## config.mk

```make
export PLATFORM = sky130hd
export DESIGN_NAME = alien_formation_ctrl
export DESIGN_NICKNAME = d
export VERILOG_FILES = /design/src/rtl/alien_formation_ctrl.sv
export SDC_FILE = /design/constraint.sdc
export NUM_CORES = 1
export LEC_CHECK = 0
export CAP_MARGIN = 20
export CORE_MARGIN = 10
export CORE_UTILIZATION = 42
export DETAILED_ROUTE_END_ITERATION = 6
export GPL_ROUTABILITY_DRIVEN = 0
export GPL_TIMING_DRIVEN = 0
export MAX_ROUTING_LAYER = met4
export PLACE_DENSITY = 0.84
export SYNTH_ARGS = -nofsm -noshare
export SYNTH_HDL_FRONTEND = slang
export SYNTH_SLANG_ARGS = --single-unit
```

## constraint.sdc

```tcl
create_clock -name Clk -period 4.55 [get_ports Clk]
set_input_delay 0.6825 -clock Clk [delete_from_list [all_inputs] [get_ports Clk]]
set_output_delay 0.6825 -clock Clk [all_outputs]
set_load 0.05 [all_outputs]
```

## src/rtl/alien_formation_ctrl.sv

```systemverilog
// Runtime owner of the 12-alien formation: alive mask, horizontal sway,
// hit handling and the clear/pause/respawn wave sequence.
module alien_formation_ctrl #(
  parameter int NUM_ALIENS   = 12,
  parameter int STEP         = 1,
  parameter int MAX_OFF      = 100,
  parameter int FRAME_DIV    = 2,
  parameter int CLEAR_FRAMES = 60
) (
  input  logic                    Clk,
  input  logic                    Reset_n,
  input  logic                    frame_tick,
  input  logic                    start,
  input  logic                    hit_valid,
  input  logic [3:0]              hit_idx,
  output logic [NUM_ALIENS-1:0]   alive,
  output logic [7:0]              offset_x,
  output logic [10*NUM_ALIENS-1:0] alien_x,
  output logic [10*NUM_ALIENS-1:0] alien_y,
  output logic [7:0]              wave,
  output logic                    wave_clear,
  output logic                    busy
);

  typedef enum logic [1:0] {S_IDLE, S_MARCH, S_CLEAR} state_t;

  localparam int DW = $clog2(FRAME_DIV) + 1;
  localparam int CW = $clog2(CLEAR_FRAMES) + 1;
  localparam logic [DW-1:0] DIV_LAST = DW'(FRAME_DIV - 1);
  localparam logic [CW-1:0] CLR_LAST = CW'(CLEAR_FRAMES - 1);
  localparam logic signed [9:0] STEP_S = 10'(STEP);
  localparam logic signed [9:0] MAX_S  = 10'(MAX_OFF);
  localparam logic [9:0] BASE_X [12] = '{10'd200, 10'd250, 10'd300, 10'd350, 10'd400,
                                         10'd150, 10'd200, 10'd250, 10'd300, 10'd350,
                                         10'd400, 10'd450};

  state_t                state, state_n;
  logic [NUM_ALIENS-1:0] alive_n;
  logic [7:0]            offset_n, wave_n;
  logic                  dir, dir_n;          // 0 = moving right, 1 = moving left
  logic [DW-1:0]         div_cnt, div_cnt_n;
  logic [CW-1:0]         clr_cnt, clr_cnt_n;
  logic                  wave_clear_n;
  logic signed [9:0]     off_ext;

  assign off_ext = {{2{offset_x[7]}}, offset_x};
  assign busy    = (state != S_IDLE);

  always_ff @(posedge Clk or negedge Reset_n) begin
    if (!Reset_n) begin
      state      <= S_IDLE;
      alive      <= '0;
      offset_x   <= '0;
      dir        <= 1'b0;
      div_cnt    <= '0;
      clr_cnt    <= '0;
      wave       <= '0;
      wave_clear <= 1'b0;
    end else begin
      state      <= state_n;
      alive      <= alive_n;
      offset_x   <= offset_n;
      dir        <= dir_n;
      div_cnt    <= div_cnt_n;
      clr_cnt    <= clr_cnt_n;
      wave       <= wave_n;
      wave_clear <= wave_clear_n;
    end
  end

  always_comb begin
    state_n      = state;
    alive_n      = alive;
    offset_n     = offset_x;
    dir_n        = dir;
    div_cnt_n    = div_cnt;
    clr_cnt_n    = clr_cnt;
    wave_n       = wave;
    wave_clear_n = 1'b0;
    case (state)
      S_IDLE: begin
        if (start) begin
          state_n   = S_MARCH;
          alive_n   = '1;
          offset_n  = '0;
          dir_n     = 1'b0;
          div_cnt_n = '0;
          wave_n    = 8'd1;
        end
      end
      S_MARCH: begin
        if (alive == '0) begin
          state_n      = S_CLEAR;
          wave_clear_n = 1'b1;
        end
        if (frame_tick) begin
          if (div_cnt == DIV_LAST) begin
            div_cnt_n = '0;
            // Reversal happens on the move that would overshoot, stepping back at once.
            if (!dir) begin
              if (off_ext + STEP_S > MAX_S) begin
                dir_n    = 1'b1;
                offset_n = 8'(off_ext - STEP_S);
              end else begin
                offset_n = 8'(off_ext + STEP_S);
              end
            end else begin
              if (off_ext - STEP_S < -MAX_S) begin
                dir_n    = 1'b0;
                offset_n = 8'(off_ext + STEP_S);
              end else begin
                offset_n = 8'(off_ext - STEP_S);
              end
            end
          end else begin
            div_cnt_n = div_cnt + DW'(1);
          end
        end
        if (hit_valid && (hit_idx < 4'(NUM_ALIENS)))
          alive_n[hit_idx] = 1'b0;
      end
      S_CLEAR: begin
        if (frame_tick) begin
          if (clr_cnt == CLR_LAST) begin
            state_n   = S_MARCH;
            alive_n   = '1;
            offset_n  = '0;
            dir_n     = 1'b0;
            div_cnt_n = '0;
            clr_cnt_n = '0;
            wave_n    = (wave == 8'hFF) ? wave : wave + 8'd1;
          end else begin
            clr_cnt_n = clr_cnt + CW'(1);
          end
        end
      end
      default: state_n = S_IDLE;
    endcase
  end

  for (genvar g = 0; g < NUM_ALIENS; g++) begin : g_pos
    assign alien_x[10*g +: 10] = BASE_X[g] + off_ext;
    assign alien_y[10*g +: 10] = (g < 5) ? 10'd50 : 10'd100;
  end

endmodule

```

## Yosys cells after proc, flatten, opt, wreduce, memory -nomap -nowiden

Index checks and enable logic that the tools add are counted.

| storage, ports and cells | value |
|---|---|
| register bits after elaboration | 41 |
| bits of input ports | 9 |
| output and inout port bits | 270 |
| word-level logic and storage cells | 97 |

| cells by class | value |
|---|---|
| add/subtract/negate cells | 12 |
| magnitude comparators | 5 |
| eq/ne operators | 13 |
| multiplexer cells | 44 |
| bitwise logic cells | 2 |
| reduce and logical (&&, ||, !) cells | 13 |

Operator list:

| cell | count |
|---|---|
| two-way mux 8 bit | 12 |
| two-way mux 12 bit | 4 |
| adder 9 x 10 -> 10 bit (first input constant) | 4 |
| case mux 12 bit (3 select lines) | 1 |
| adder 9 x 8 -> 10 bit (first input constant) | 3 |
| case mux 8 bit (3 select lines) | 1 |
| two-way mux 2 bit | 9 |
| != test 2 bit (second input constant) | 8 |
| case mux 8 bit (2 select lines) | 1 |
| AND reduction 5 bit | 3 |
| AND 12 bit | 1 |
| logical NOT 12 bit | 1 |
| inverter 12 bit | 1 |
| case mux 2 bit (3 select lines) | 2 |
| two-way mux 1 bit | 11 |
| greater-than comparator 10 x 8 -> 1 bit (second input constant) | 1 |
| < comparator 10 x 8 -> 1 bit (second input constant) | 1 |
| adder 8 x 2 -> 9 bit (second input constant) | 1 |
| subtractor 8 x 2 -> 9 bit (second input constant) | 1 |
| adder 8 x 1 -> 8 bit (second input constant) | 1 |
| equality test 8 bit (second input constant) | 1 |
| adder 7 x 1 -> 7 bit (second input constant) | 1 |
| equality test 7 x 6 -> 1 bit (second input constant) | 1 |
| two-way mux 7 bit | 1 |
| other kinds (15) | 18 |

## Longest topological paths before layout

Gate-level depths: netlist (run 1).

| logic depth | value |
|---|---|
| depth after elaboration | 8 |
| gate-level depth with buffers | 10 |
| gate-level depth less buffers | 9 |

## Least setup slack after synthesis (run 1)

Ideal clock, no wire load.

| path | value |
|---|---|
| path type | register to register |
| start | register offset_x[3] |
| end | register offset_x[2] |
| setup time | 87 ps |
| data arrival time | 4010 ps |
| required time | 4463 ps |
| slack | 454 ps |
| stages on the path, launching flop included | 11 |
| buffers on the path | 1 |
| clock period less this slack | 4096 ps |
| cells stage by stage | dfrtp_1 > buf_2 > inv_1 > ha_1 > xnor2_1 > o22ai_1 > a22o_1 > a211o_4 > and3_4 > or3_1 > o211ai_1 |

| between the ends | value |
|---|---|
| word-level cells in the longest chain between the ends | 7 |
| elaborated cells on any way between the ends | 10 |
| classes of those cells | 2 x add/sub; 2 x order compare; 6 x mux |

Ends and longest elaborated chain:

| what | line | source |
|---|---|---|
| start, declared | 17 | `output logic [7:0] offset_x,` |
| start signal, assigned | 62 | `offset_x <= offset_n;` |
| adder 8 x 2 -> 9 bit or subtractor 8 x 2 -> 9 bit (tied branches) | - |  |
| greater-than comparator 10 x 8 -> 1 bit or < comparator 10 x 8 -> 1 bit (tied branches) | 101, 108 |  |
| two-way mux 8 bit (on tied branches) | 101, 108 |  |
| two-way mux 8 bit * | 100 | `if (!dir) begin` |
| two-way mux 8 bit * | 97 | `if (div_cnt == DIV_LAST) begin` |
| two-way mux 8 bit * | 96 | `if (frame_tick) begin` |
| case mux 8 bit (3 select lines) * | 80 | `case (state)` |

Mark *: on every way between the ends. The rest lies on a longest branch, timed or not. The select of a mux whose other input is x is not followed.
A chain may end at the register's enable or synchronous reset.

## Final worst setup path (run 1)

| path | value |
|---|---|
| start | register offset_x[3] |
| end | output port alien_x[96] |

| between the ends | value |
|---|---|
| word-level cells in the longest chain between the ends | 1 |

Ends and longest elaborated chain:

| what | line | source |
|---|---|---|
| adder 9 x 10 -> 10 bit | 142 | `assign alien_x[10*g +: 10] = BASE_X[g] + off_ext;` |
| end, declared | 18 | `output logic [10*NUM_ALIENS-1:0] alien_x,` |

No other way between the ends.

==> results of run 1 <==
flip-flops by register name (all words and copies together) (netlist names):
| signal | cells |
|---|---|
| alive | 12 |
| offset_x | 8 |
| wave | 8 |
| clr_cnt | 7 |
| div_cnt | 2 |
| state | 2 |
| dir | 1 |
| wave_clear | 1 |
metal layers:
metal  GRT usage  up-vias  share of wire
met2      0.3135      245           0.51
met1      0.2004     2034           0.40
met4     0.04220        0          0.013
met3     0.03124       19          0.076
li1            -     2252              -
met5           -        -              0
power by group through the flow:
stage / Combinational [mW] / Sequential [mW] / Clock [mW]
CTS: 4.28 / 0.518 / 0.357
global placement: 4.24 / 0.522 / 0
detailed placement: 4.27 / 0.524 / 0
floorplan: 2.92 / 0.661 / 0
finish: 4.27 / 0.516 / 0.351
global route: 4.47 / 0.528 / 0.374
critical path, delay by kind of cell (launching register included):
family	cells	cell delay [ns]
and+or+nand+nor	1	0.15
AOI/OAI and AO/OA	1	0.26
xor gates and xnor gates	1	0.20
adders and majority gates	1	0.40
DFF	1	0.48
buffers and inverters	4	1.49
cells by family (layout without fill, tap and decap cells):
kind of cell	after synthesis	after routing	share of synthesized area
mux	2	2	0.004167
fa+ha+maj	22	22	0.05729
compound gates	106	106	0.1552
buf+inv	233	390	0.3349
flops	41	41	0.2135
other cells	2	129	0.001563
simple gates	151	151	0.1604
xor+xnor	40	40	0.07292
final cells by class:
cell class | count | area [um^2]
inverters | 17 | 63.81
well taps | 140 | 175.2
fillers | 913 | 3921
clock buffers | 6 | 138.9
plain buffers | 216 | 1545
repair buffers | 150 | 1506
flip-flops and latches | 41 | 1026
clock inverters | 1 | 7.507
multi-input cells | 450 | 2646
stage by stage:
step	total power [mW]	worst slack [ns]
global route	5.372	0.4815
CTS	5.156	0.6222
finish	5.133	0.5962
global placement	4.762	0.9329
detailed placement	4.798	0.9349
floorplan	3.584	0.4537
how the worst max path moves through the flow:
stage | slack (ns) | startpoint | to | cells after the start
6_report | 0.60 | offset_x[3] | alien_x[96] | 8
5_1_grt | 0.48 | offset_x[3] | alien_x[96] | 8
4_1_cts | 0.62 | offset_x[3] | alien_x[96] | 8
3_5_place_dp | 0.93 | offset_x[3] | alien_x[96] | 8
3_3_place_gp | 0.93 | offset_x[3] | alien_x[96] | 8
2_1_floorplan | 0.45 | offset_x[3] | offset_x[2] | 10
cells in the final DEF, fill, tap and decap left out, types with 7 or more instances in the layout:
master,n
a21o_1,22
a21oi_1,22
and3_1,7
buf_2,9
buf_4,193
clkbuf_1,12
clkdlybuf4s50_1,148
conb_1,129
dfrtp_1,41
ha_1,22
inv_1,15
nand2_1,45
nand2b_1,7
nand3_1,17
nand4_1,7
nor2_1,29
nor3_1,8
o21ai_0,21
xnor2_1,25
xor2_1,15
==> results.md, run 1 <==
- The worst setup path is of the reg -> out kind.
- At the pin with the least slew margin, the transition time is between 0.7 and 0.8 ns.
- The most common cell in the synthesized netlist is buf_4.
- The maximum vdd drop is 0.6857 mV.
- Dividing the detail-routed wire length by the instance count gives between 10 and 15 um.
- The switching component of the power is ~3 mW.
- The repair_antennas step left the layout with diodes totalling 0.
- The highest clock rate is 252.9 MHz.
- The detail-routed via count per cell is around 4.5.
- The number of max-cap violations is 0.
- In this run the deepest clock path goes through 2 buffers.
- The clock sink total is 41.
- Entering global routing, the biggest net connects 42 pins.
- The number of endpoints with negative hold slack in the final report came to 0.
- Dividing the final minimum period by the clock period gives 0.8690.
- The die covers ~16000 um^2.
- The netlist uses about 60 different library cells.
- Post-CTS timing repair inserted 0 buffers for setup.
- The shortest clock period the worst path allows after layout is ~4.0 ns.
- For this block, the routed nets add up to about 15 mm of wire.
- For this configuration, the core starts out at a cell density of 0.4356.
- The H-tree was split into 2 levels.
- The largest individual stage delay along the critical path comes from the cell clkdlybuf4s50_1.
- For this run, design rule violations remaining after detail routing come to 0.
- Once detail routing completed, the nets flagged for antenna violations numbered 0.
- The ratio of total power to cell area is between 700 and 800 nW/um^2.
- The critical path goes through buf_2 -> inv_1 -> ha_1 -> nand2_1 -> a21oi_1 -> xnor2_1 -> buf_4 -> clkdlybuf4s50_1.
- The tightest hold path in the finished design has a slack of 0.3661 ns.
- At the end of the flow the core is filled with cells to 0.6445.
- The combinational share of power is 0.831.
- TritonCTS built the clock tree.
- The clock reaches the later pin of the worst-skew pair after about 0.28 ns.
- The post-layout instance count excluding filler cells is 1021.
- The initial antenna violation count is 0.
- After clock tree synthesis, the clock-pin slew on the worst setup and hold paths is about 0.060 ns.
- The worst register-to-register path has a depth of 10.
- After synthesis, the most frequently instantiated cells are buf_4 (193), nand2_1 (45), dfrtp_1 (41).
- The number of nets at the end of the flow is about 910.
- In this design, the stage delay of the slowest critical-path cell is around 0.80 ns.
- The share of the yosys chip area belonging to registers is 0.2135.
- Each instance of the synthesized netlist takes up on average 8.048 um^2.
- Setup violations remaining at the end of the flow were counted as 0.
- In this run the cell area of the synthesized design comes to approximately 4800 um^2.
- The min-delay analysis places its worst path in the category in -> async.
- The flow ran to the end, and the final reports show no timing, DRC or antenna violations.
- The die height is about 130 um.
- The fraction of power consumed by sequential logic is 0.101.
- The share of total power dissipated in the clock network is 0.068.
- By area the synthesized netlist is led by buf_4 (30%), dfrtp_1 (21%), ha_1 (5.7%), xnor2_1 (4.6%), nand2_1 (3.5%).
- The first detailed-routing pass ran for 5 iterations.
- Buffers inserted during clock tree synthesis total 5.
- The routed layout has about 4600 vias.
- In the synthesized netlist the dominant register cell turns out to be dfrtp_1.
- The analysis attributes to cell leakage a power of 3.553 nW.
- After routing, the total negative slack on setup checks comes to 0 ns.
- The leading area contributor after synthesis is buf_4.
- The area growth from synthesis to layout is 47.97%.
- In this run, synthesis produced a sequential element count of between 40 and 50.
- The number of I/O port buffers is ~150.
- For this design, the CTS-stage hold fixing added 0 buffers.
- The warning count from the yosys run is 0.
- In this run, post-CTS repair resized a total of 0 instances.
- The startpoint identified for the worst register-to-register timing path is offset_x[3].
- The via count of the first global-routing pass is around 4400.
- Of the total power, the share spent switching nets is 0.5930.
- For this run, the total global-route usage over all layers was measured as 0.1764.
- The floorplan step set the die width to roughly 130 um.
- The worst register-to-register path ends at offset_x[2].
- In this run the tightest slew margin relative to its limit is 0.5226.
- The placed instances occupy a cell area of 6963 um^2.
- For the worst setup path, the data required time is between 3 and 4 ns.
- Of all flip-flops after synthesis, the portion carrying an async set or reset was 1.000.
- The share of synthesized area in the top cell type comes to 0.3016.
- CTS placed an instance of clkbuf_16 at the clock tree root.
- The count of pins on the block boundary is roughly 280.
- The placeable core region is about 11000 um^2.
- The internal cell power is 2.089 mW.
- After floorplanning, the core was divided into 38 placement rows.
- Detailed placement ended at an HPWL of about 13 mm.
- STA classifies the critical path endpoint as an output pin.
- The global-route wire length before repair is about 23 mm.
- The gate count of the mapped netlist is between 500 and 600.
- Setup repair after global routing left no endpoint under its margin.
- Counting flops with a built-in enable in the synthesized netlist gives 0.
- In the final layout, the share of cells above drive strength 1 is 0.2554.
- The maximum fanout along the worst path is 9.
- Across all register-to-register paths, the minimum setup slack is around 1.1 ns.
- The max-slew violation total from the final report was 0.
- The first routing iteration left roughly 210 violations.
- The sort of element at the start of the critical path is a flop.
- The final setup skew is 0.006406 ns.
- The residual overflow from global routing is 0.
- The arrival time of the worst setup path is 3.27 ns.
- Once placement completed, the tool counted placed cells totaling roughly 1000.
- The final cell area excluding filler cells is approximately 7000 um^2.
No activity file was read; power rests on OpenSTA's default activity.
==> run 2: changes to the inputs <==
CTS_CLUSTER_SIZE = 8   (was unset)
GPL_TIMING_DRIVEN = unset   (was 0)
==> run 2 against run 1 <==
  * Non-clock buffer count decreased by 213
  * Sequential share of layout area increased by 4.0 points
  * Cell count decreased by 21%
  * Sequential power increased by 4.8%
  * Global-route usage decreased by 2.4 points
  * Routed wire length decreased by 13%
  * Combinational power decreased by 13%
  * Die area unchanged
  * Critical path type unchanged
  * Critical endpoint unchanged
  * Largest power group unchanged
==> results.md, run 2 (same netlist as run 1, synthesis figures left out) <==
- The cell count of the worst reg-to-reg path is 9 (was 10).
- The width of the die is 127.0 um (unchanged).
- Leading registers by flop count: alive x12, offset_x x8, wave x8 (unchanged).
- The register name with the most flops is alive (unchanged).
- The transition time of the tightest slew-check pin is 1.014 ns (was 0.7160 ns).
- The initial antenna violation count is 0 (unchanged).
- The beginning of the worst register-to-register path is offset_x[1] (was offset_x[3]).
- The TritonCTS clock tree is built (unchanged).
- The total CTS buffers is 5 (unchanged).
- The number of max-cap violations is 0 (unchanged).
- The floorplan row count is 38 (unchanged).
- The largest stage delay on the critical path is 0.85 ns (was 0.80 ns).
- The initial core utilization was 0.4356 (unchanged).
- The number of levels the H-tree was split into is 2 (unchanged).
- The register-to-register path setup slack was 1.17 ns (was 1.13 ns).
- Status: complete, no violations (unchanged).
- The detail-routed via count per cell came to 4.764 (was 4.456).
- The HPWL reported at the end of detailed placement came to 10.60 mm (was 12.54 mm).
- The number of flip-flops in the largest register came to 12 (unchanged).
- The largest net degree at the start of global routing is 42 (unchanged).
- The overall routed net length is 13.03 mm (was 15.05 mm).
- The final core utilization came to 0.5051 (was 0.6445).
- The remaining antenna violation count after routing is 0 (unchanged).
- The global-route wire length before repair is 20.67 mm (was 23.20 mm).
- The number of buffers between clock root and the deepest sink came to 2 (unchanged).
- The library cell contributing the largest single delay on the critical path is clkdlybuf4s50_1 (unchanged).
- The iteration-0 DRC count of the detailed router came to 216 (was 213).
- The post-CTS resize count came to 0 (unchanged).
- The area growth from synthesis to layout was 15.96% (was 47.97%).
- The final setup skew was 0.004266 ns (was 0.006406 ns).
- The worst slew margin relative to its limit is 0.3241 (was 0.5226).
- The max-slew violation total from the final report is 0 (unchanged).
- The arrival time of the worst setup path is 3.01 ns (was 3.27 ns).
- Most frequent cells in the layout: clkdlybuf4s50_1 (148), conb_1 (129), nand2_1 (45) (was buf_4 (193), clkdlybuf4s50_1 (148), conb_1 (129)).
- The required time at the endpoint of the critical path is 3.87 ns (about the same).
- The type of the worst min-delay path is reg -> reg (was in -> async).
- The kind of cell with the highest combined delay on the critical path is buffers and inverters (unchanged).
- RSZ-0062 raised after global routing: false (unchanged).
- The kind of critical path is reg -> out (unchanged).
- The final routed wire length divided by cell count was 16.10 um (was 14.74 um).
- In this run the most critical hold path is launched from clr_cnt[6].
- The root buffer cell was clkbuf_16 (unchanged).
- The number of antenna diodes is 0 (unchanged).
- The maximum vdd drop is 0.8231 mV (was 0.6857 mV).
- The share of the clock period used by the worst path after layout is 0.8123 (was 0.8690).
- The total vias in the final route was 3854 (was 4550).
- The share of final-layout standard cells stronger than drive strength 1 came to 0.04036 (was 0.2554).
- The count of cells along the worst hold path is 1.
- Critical path cell sequence: inv_1 -> ha_1 -> nand2_1 -> a21oi_1 -> xnor2_1 -> clkdlybuf4s50_1 (was buf_2 -> inv_1 -> ha_1 -> nand2_1 -> a21oi_1 -> xnor2_1 -> buf_4 -> clkdlybuf4s50_1).
- The final setup TNS came to 0 ns (unchanged).
- The maximum fanout along the worst path came to 14 (was 9).
- The total DRC errors in the routed layout is 0 (unchanged).
- The final setup violation count was 0 (unchanged).
- The sort of element at the start of the critical path was a flop (unchanged).
- The number of hold buffers added after cts is 0 (unchanged).
- The area of the die is 16120 um^2 (unchanged).
- The worst hold endpoint is clr_cnt[6].
- The number of search-and-repair iterations in the first detailed-routing pass is 5 (unchanged).
- The ratio of total power to cell area is 828.8 nW/um^2 (was 722.0 nW/um^2).
- The number of endpoints with negative hold slack in the final report came to 0 (unchanged).
- The buffering stage count on the worst path with inverters included is 2 (was 4).
- The destination of the worst register-to-register timing path was offset_x[2] (unchanged).
- The residual overflow from global routing is 0 (unchanged).
- The number of setup buffers added after CTS was 0 (unchanged).
- The count of pins on the block boundary is 279 (unchanged).
- The clock edge transition at the registers on the reported setup and hold paths is 0.06 ns (about the same).
- The die height is 127.0 um (unchanged).
- The total leakage power is 2.533 nW (was 3.553 nW).
- The type of destination of the critical path was an output pin (unchanged).
- The via count of the first global-routing pass came to 3916 (was 4377).
- The overall routing resource usage was 0.1524 (was 0.1764).
- The highest clock rate came to 270.6 MHz (was 252.9 MHz).
- The insertion delay of the later-clocked pin in the worst-skew pair was 0.28 ns (about the same).
- The number of I/O port buffers is 149 (unchanged).
- The number of nets at the end of the flow was 699 (was 912).
- The placeable core region was 11030 um^2 (unchanged).
- The most common cell after layout, fill and taps aside was clkdlybuf4s50_1 (was buf_4).
- The shortest clock period the worst path allows after layout is 3.696 ns (was 3.954 ns).
- The clock sink total was 41 (unchanged).
==> run 2: power by group <==
part | switching, mW | total [mW] | internal, mW
clock network | 0.140 | 0.343 | 0.203
logic | 2.66 | 3.73 | 1.07
registers | 0.127 | 0.541 | 0.414
total | 2.93 | 4.62 | 1.69
==> run 2: final cells by class <==
type | instances | area, um^2
Clock buffer | 6 | 128.9
Clock inverter | 2 | 15.01
Fill cell | 1004 | 5459
Inverter | 17 | 63.81
Multi-Input combinational cell | 450 | 2646
Sequential cell | 41 | 1026
Tap cell | 140 | 175.2
Timing Repair Buffer | 153 | 1516
==> run 2: through the flow <==
stage                     hold WS, ns  instance area, um^2  cells  total power, mW  setup WS [ns]
after floorplan                0.3869                 5281    724            3.584         0.4537
after global placement         0.4592                 5428    801            4.279          1.179
after detailed placement       0.4593                 5428    801            4.295          1.120
after CTS                      0.4712                 5572    809            4.644         0.8023
after global routing           0.4974                 5572    809            4.819         0.5692
final                          0.4656                 5572    809            4.618         0.8538
==> run 2: worst max-delay path by stage <==
stage | startpoint | end | slack, ns | cells past startpoint
6_report | offset_x[3] | alien_x[96] | 0.85 | 6
5_1_grt | offset_x[1] | alien_x[97] | 0.57 | 6
4_1_cts | offset_x[1] | alien_x[97] | 0.80 | 6
3_5_place_dp | offset_x[1] | alien_x[97] | 1.12 | 6
3_3_place_gp | offset_x[1] | alien_x[97] | 1.18 | 6
2_1_floorplan | offset_x[3] | offset_x[2] | 0.45 | 10
==> run 2: worst register-to-register path, cell delays in order, from the launching register on <==
cell,delay [ns]
dfrtp_1,0.57
inv_1,0.37
ha_1,0.44
nand2_1,0.19
a21boi_1,0.42
nand3_1,0.21
a211o_4,0.45
and3_4,0.18
or3_1,0.36
o211ai_1,0.10
==> run 2: routing by layer <==
layer / share of wire / vias up / GRT usage
met5: 0 / - / -
met1: 0.40 / 1810 / 0.1693
met4: 0.0096 / 0 / 0.02880
met3: 0.080 / 10 / 0.03665
met2: 0.52 / 212 / 0.2722
li1: - / 1822 / -
